<file path="src/rtl/seq_pkg.sv">
// Shared constants, state encoding and beat-vector slicing for the sequencer.
package seq_pkg;

    localparam int unsigned STEPS   = 16;
    localparam int unsigned PITCH_W = 3;
    localparam int unsigned BEAT_W  = STEPS * PITCH_W;
    localparam int unsigned STEP_W  = $clog2(STEPS);

    typedef enum logic [1:0] {
        IDLE  = 2'd0,
        PLAY  = 2'd1,
        PAUSE = 2'd2
    } sched_state_t;

    // Pitch of step idx; step i lives at [i*PITCH_W +: PITCH_W].
    function automatic logic [PITCH_W-1:0] pitch_at(
        input logic [BEAT_W-1:0] beats,
        input logic [STEP_W-1:0] idx
    );
        return beats[int'(idx) * PITCH_W +: PITCH_W];
    endfunction

endpackage

</file>
<file path="src/rtl/step_scheduler_step_timer.sv">
// Tempo counter: counts while enabled, holds while not, wraps every period cycles.
module step_timer #(
    parameter int unsigned DIV_W = 24
) (
    input  logic             clk,
    input  logic             rst_n,
    input  logic             clr,
    input  logic             en,
    input  logic [DIV_W-1:0] period,
    output logic             wrap
);

    logic [DIV_W-1:0] tick_q;
    logic [DIV_W-1:0] tick_d;
    logic [DIV_W-1:0] last;

    // Zero period behaves as one; a count already past a shortened period wraps at once.
    always_comb begin
        last   = (period == '0) ? '0 : period - DIV_W'(1);
        wrap   = en && !clr && (tick_q >= last);
        tick_d = tick_q;
        if (clr || wrap) begin
            tick_d = '0;
        end else if (en) begin
            tick_d = tick_q + DIV_W'(1);
        end
    end

    // Tick counter register.
    always_ff @(posedge clk or negedge rst_n) begin
        if (!rst_n) begin
            tick_q <= '0;
        end else begin
            tick_q <= tick_d;
        end
    end

endmodule

</file>
<file path="src/rtl/step_scheduler.sv">
// Playback controller: walks the beat vector at a programmable tempo, emitting note strobes and gate.
module step_scheduler #(
    parameter int unsigned STEPS   = seq_pkg::STEPS,
    parameter int unsigned PITCH_W = seq_pkg::PITCH_W,
    parameter int unsigned DIV_W   = 24
) (
    input  logic                     clk,
    input  logic                     rst_n,
    input  logic [STEPS*PITCH_W-1:0] beats,
    input  logic                     run,
    input  logic                     restart,
    input  logic [DIV_W-1:0]         step_period,
    input  logic [DIV_W-1:0]         gate_len,
    output logic [$clog2(STEPS)-1:0] step_idx,
    output logic [PITCH_W-1:0]       pitch,
    output logic                     note_on,
    output logic                     gate,
    output logic                     bar_start,
    output logic                     playing
);

    import seq_pkg::*;

    localparam int unsigned IDX_W = $clog2(STEPS);

    sched_state_t       state_q, state_d;
    logic [IDX_W-1:0]   step_idx_q, step_idx_d;
    logic [PITCH_W-1:0] pitch_q, pitch_d;
    logic               note_on_q, note_on_d;
    logic               gate_q, gate_d;
    logic               bar_start_q, bar_start_d;
    logic               playing_q, playing_d;
    logic [DIV_W-1:0]   gate_cnt_q, gate_cnt_d;

    logic               fire;
    logic [IDX_W-1:0]   target;
    logic [PITCH_W-1:0] fire_pitch;
    logic [DIV_W-1:0]   gate_last;
    logic               t_clr;
    logic               t_en;
    logic               wrap;

    // The resume cycle out of PAUSE already counts, so counting picks up where it stopped.
    assign t_clr     = restart || (state_q == IDLE);
    assign t_en      = run && (state_q != IDLE);
    assign gate_last = (gate_len == '0) ? '0 : gate_len - DIV_W'(1);

    step_timer #(
        .DIV_W (DIV_W)
    ) u_timer (
        .clk    (clk),
        .rst_n  (rst_n),
        .clr    (t_clr),
        .en     (t_en),
        .period (step_period),
        .wrap   (wrap)
    );

    // Next-state, fire decision and gate countdown.
    always_comb begin
        state_d     = state_q;
        step_idx_d  = step_idx_q;
        pitch_d     = pitch_q;
        note_on_d   = 1'b0;
        bar_start_d = 1'b0;
        gate_d      = gate_q;
        gate_cnt_d  = gate_cnt_q;
        fire        = 1'b0;
        target      = step_idx_q + IDX_W'(1);

        unique case (state_q)
            IDLE: begin
                if (run) begin
                    fire    = 1'b1;
                    target  = '0;
                    state_d = PLAY;
                end
            end
            PLAY, PAUSE: begin
                if (restart) begin
                    if (run) begin
                        fire    = 1'b1;
                        target  = '0;
                        state_d = PLAY;
                    end else begin
                        state_d    = IDLE;
                        step_idx_d = '0;
                        gate_d     = 1'b0;
                    end
                end else if (!run) begin
                    state_d = PAUSE;
                    gate_d  = 1'b0;
                end else begin
                    state_d = PLAY;
                    if (wrap) begin
                        fire = 1'b1;
                    end else if (gate_q) begin
                        if (gate_cnt_q == '0) begin
                            gate_d = 1'b0;
                        end else begin
                            gate_cnt_d = gate_cnt_q - DIV_W'(1);
                        end
                    end
                end
            end
            default: begin
                state_d = IDLE;
            end
        endcase

        fire_pitch = pitch_at(beats, target);
        if (fire) begin
            step_idx_d  = target;
            pitch_d     = fire_pitch;
            note_on_d   = (fire_pitch != '0);
            bar_start_d = (target == '0);
            gate_d      = (fire_pitch != '0);
            if (fire_pitch != '0) begin
                gate_cnt_d = gate_last;
            end
        end

        playing_d = (state_d == PLAY);
    end

    // State and output registers.
    always_ff @(posedge clk or negedge rst_n) begin
        if (!rst_n) begin
            state_q     <= IDLE;
            step_idx_q  <= '0;
            pitch_q     <= '0;
            note_on_q   <= 1'b0;
            gate_q      <= 1'b0;
            bar_start_q <= 1'b0;
            playing_q   <= 1'b0;
            gate_cnt_q  <= '0;
        end else begin
            state_q     <= state_d;
            step_idx_q  <= step_idx_d;
            pitch_q     <= pitch_d;
            note_on_q   <= note_on_d;
            gate_q      <= gate_d;
            bar_start_q <= bar_start_d;
            playing_q   <= playing_d;
            gate_cnt_q  <= gate_cnt_d;
        end
    end

    assign step_idx  = step_idx_q;
    assign pitch     = pitch_q;
    assign note_on   = note_on_q;
    assign gate      = gate_q;
    assign bar_start = bar_start_q;
    assign playing   = playing_q;

endmodule

</file>
<file path="config.mk">
export PLATFORM = sky130hd
export DESIGN_NAME = step_scheduler
export DESIGN_NICKNAME = d
export VERILOG_FILES = /design/src/rtl/seq_pkg.sv /design/src/rtl/step_scheduler_step_timer.sv /design/src/rtl/step_scheduler.sv
export SDC_FILE = /design/constraint.sdc
export NUM_CORES = 1
export LEC_CHECK = 0
export CAP_MARGIN = 15
export CORE_ASPECT_RATIO = 1.4
export CORE_UTILIZATION = 29
export CTS_BUF_LIST = sky130_fd_sc_hd__clkbuf_8
export DETAILED_ROUTE_END_ITERATION = 8
export PLACE_DENSITY = 0.52
export SLEW_MARGIN = 30
export SYNTH_ARGS = -nofsm -noshare
export SYNTH_HDL_FRONTEND = slang
export SYNTH_HIERARCHICAL = 1
export SYNTH_SLANG_ARGS = --single-unit
</file>
<file path="constraint.sdc">
create_clock -name clk -period 4.7 [get_ports clk]
set_input_delay 0.94 -clock clk [delete_from_list [all_inputs] [get_ports clk]]
set_output_delay 0.94 -clock clk [all_outputs]
set_load 0.02 [all_outputs]
</file>
==> run metrics <==
mapped cell area=0.00553 mm^2; HPWL Detailed=12.1 mm; Critical path destination=gate_cnt_q[23]; Worst Hold Class=reg2reg; main area contributors after synthesis=dfrtp_1, xor2_1, ha_1; number of flops mapped to enable cells by yosys=0; Critical Path Stages=25; cell taking the most area after synthesis=dfrtp_1; DR vias=approximately 5,400; PwrDens=349 mW/mm^2; antenna cell count=0; CP dominant cell by count=buf_6; count leader, synth=nand2_1; ys async rst share=100%; Worst Path Max Fanout=8; Critical Path AT=5.21 ns; final worst slack=-0.260 ns; Req. time, crit path=just under 5 ns; Hold WS=around 0.49 ns; failing checks=setup timing; initial DRC count=approximately 130; Layout Skew=0.0128 ns; count of cell types in the netlist=64; GPL Wtd Cong=0.821; Initial DRT Pass Iterations=5; status=finished, violations left; Num Clock Sinks=61; share of post-route cells with drive strength above 1=approximately a fifth; Finished Layout Cells=1,076; fillers=approximately 1,900; Max-slew headroom=a little under half; post-route DRC violation count=0; post-place instance area=0.00731 mm^2; Mapped Cells=647; CP delay by family, top=simple AND/OR/NAND/NOR gates; Core Region=0.0186 mm^2; Top FF cell, synth=dfrtp_1; die area=approximately 0.020 mm^2; H-tree levels=3; synthesis-to-layout area growth=43.0%; Bufs and invs on worst path=6; Synth top area share=27.6%; Ys Warns=6; Final Cycle Share=106%; Worst-Margin Slew=0.815 ns; CP Capture Type=flop; Ports=111; Initial Utilization=around 30%; Routed Antenna Nets=0; hold_buf cts=0; Die Width=119 um; root buffer cell=clkbuf_8; slowest stage delay, CP=~0.56 ns; Detailed Route WL=~16 mm; RSZ-0062 raised after global routing=yes; syn_area_per_cell=8.55 um^2; setup_tns=-5.96 ns; placed cells=1,042; post-synthesis sequential area ratio=27.6%; nets=962; Rows=59; total global routing overflow=0; worst reg2reg endpoint=gate_cnt_q[23]; I/O Buffers=110; Worst-path clk slew=0.06 ns; Fin. Hold Viols=0; largest net degree at the start of global routing=62; antenna violations before repair=0; Design Area, Final=0.00790 mm^2; Worst R2R Path Depth=8; fmax=0.202 GHz; first-pass GRT wire length=26.0 mm; Worst VDD drop=167 uV; vias in the first global route=5,610; Final setup violation count=26; dpl ws=-1.16 ns; startpoint types=input pin; Yosys reg bits=61; leakage power=3.42 nW; post-layout min period=around 5 ns; final core utilization=42.5%; Design Power=2.76 mW; CP startpoint=step_period[0]; DR WL/cell=14.7 um; syn nets=780; CTS tree=yes; max cap viols=0; Worst R2R Setup Slack=1.36 ns; All-Layer GR Usage=roughly 16%; cts bufs inserted=9; vias per cell=4.98; Post-synth top cells=nand2_1, dfrtp_1, xor2_1; insertion delay to the later sink of the worst-skew pair=0.34 ns; Max Slew Vio Count=0; slowest cell on the critical path=or4_4; Die H=165 um; clock tree buffer depth=2; WS Path Type=in2reg; RR Startpoint=step_idx[1]
==> area by class of cell <==
class	instances	area [um^2]	area share, %
Clock inverter	3	13.8	0.174
Timing Repair Buffer	191	1750	22.1
Tap cell	244	305	3.86
Clock buffer	11	151	1.92
Multi-Input combinational cell	543	4070	51.5
Sequential cell	61	1530	19.3
Inverter	23	86.3	1.09
==> placed cells by master, fill, tap and decap left out, drive strengths merged, types with 5 or more instances in the layout <==
master         instances
ha                    33
nand4b                 6
buf                   88
mux2i                 33
xnor2                 22
inv                   24
nor2                  46
nand2                 89
nand4                 14
a211oi                 5
o21ai                 15
or4                    9
nand2b                15
a21oi                 23
nand3b                 8
mux4                   7
or3                    9
nand3                 19
and3                   7
dfrtp                 61
nor2b                 12
clkdlybuf4s50         91
nor4                  14
clkbuf                13
nor3                  43
o211ai                 5
xor2                  54
==> report_power, final <==
group	leakage (nW)	total, mW	internal, mW	switching, mW
clock	0.0922	0.412	0.211	0.201
combinational	2.55	1.53	0.767	0.766
sequential	0.782	0.814	0.686	0.128
total	3.42	2.76	1.66	1.10
==> tightest hold or removal path, stage by stage (launching register included) <==
cell     delay [ns]
dfrtp_1        0.34
nand2_1        0.05
nand2_1        0.06
==> cells by family after synthesis <==
kind of cell | share of synthesized area [%]
AND/OR/NAND/NOR | 30.0
multiplexers | 9.64
XOR/XNOR | 12.2
adder cells (fa/ha/maj) | 7.47
AO/OA/AOI/OAI | 9.48
flip-flops | 27.6
buffers and inverters | 3.60
==> state kept, by name (all words and copies together), names as in the netlist <==
signal / cells
gate_cnt_q: 24
u_timer/tick_q: 24
step_idx: 4
pitch: 3
state_q: 2
bar_start: 1
gate: 1
note_on: 1
playing: 1
==> worst min-delay path by stage <==
| stage | start | endpoint | slack (ns) | depth (start not counted) |
|---|---|---|---|---|
| floorplan | u_timer/tick_q[11] | u_timer/tick_q[11] | 0.52 | 1 |
| global placement | pitch[2] | pitch[2] | 0.46 | 2 |
| detailed placement | pitch[0] | pitch[0] | 0.47 | 2 |
| CTS | pitch[0] | pitch[0] | 0.49 | 2 |
| global route | pitch[2] | pitch[2] | 0.50 | 2 |
| finish | pitch[0] | pitch[0] | 0.49 | 2 |
==> timing repair <==
item,in CTS,in global routing
buffers inserted,17,3
resized for setup,83,33
endpoints found under the setup margin,34,41
gates cloned,2,0
pin swaps,40,26
==> routing by layer <==
| metal | track usage [%] | vias up | share of wire [%] |
|---|---|---|---|
| met1 | 17.3 | 2540 | 39 |
| met5 | 0 | - | 0 |
| met4 | 6.56 | 0 | 2.2 |
| met2 | 32.4 | 99 | 56 |
| li1 | - | 2692 | - |
| met3 | 2.44 | 23 | 2.5 |
No activity file was read; power rests on OpenSTA's default activity.
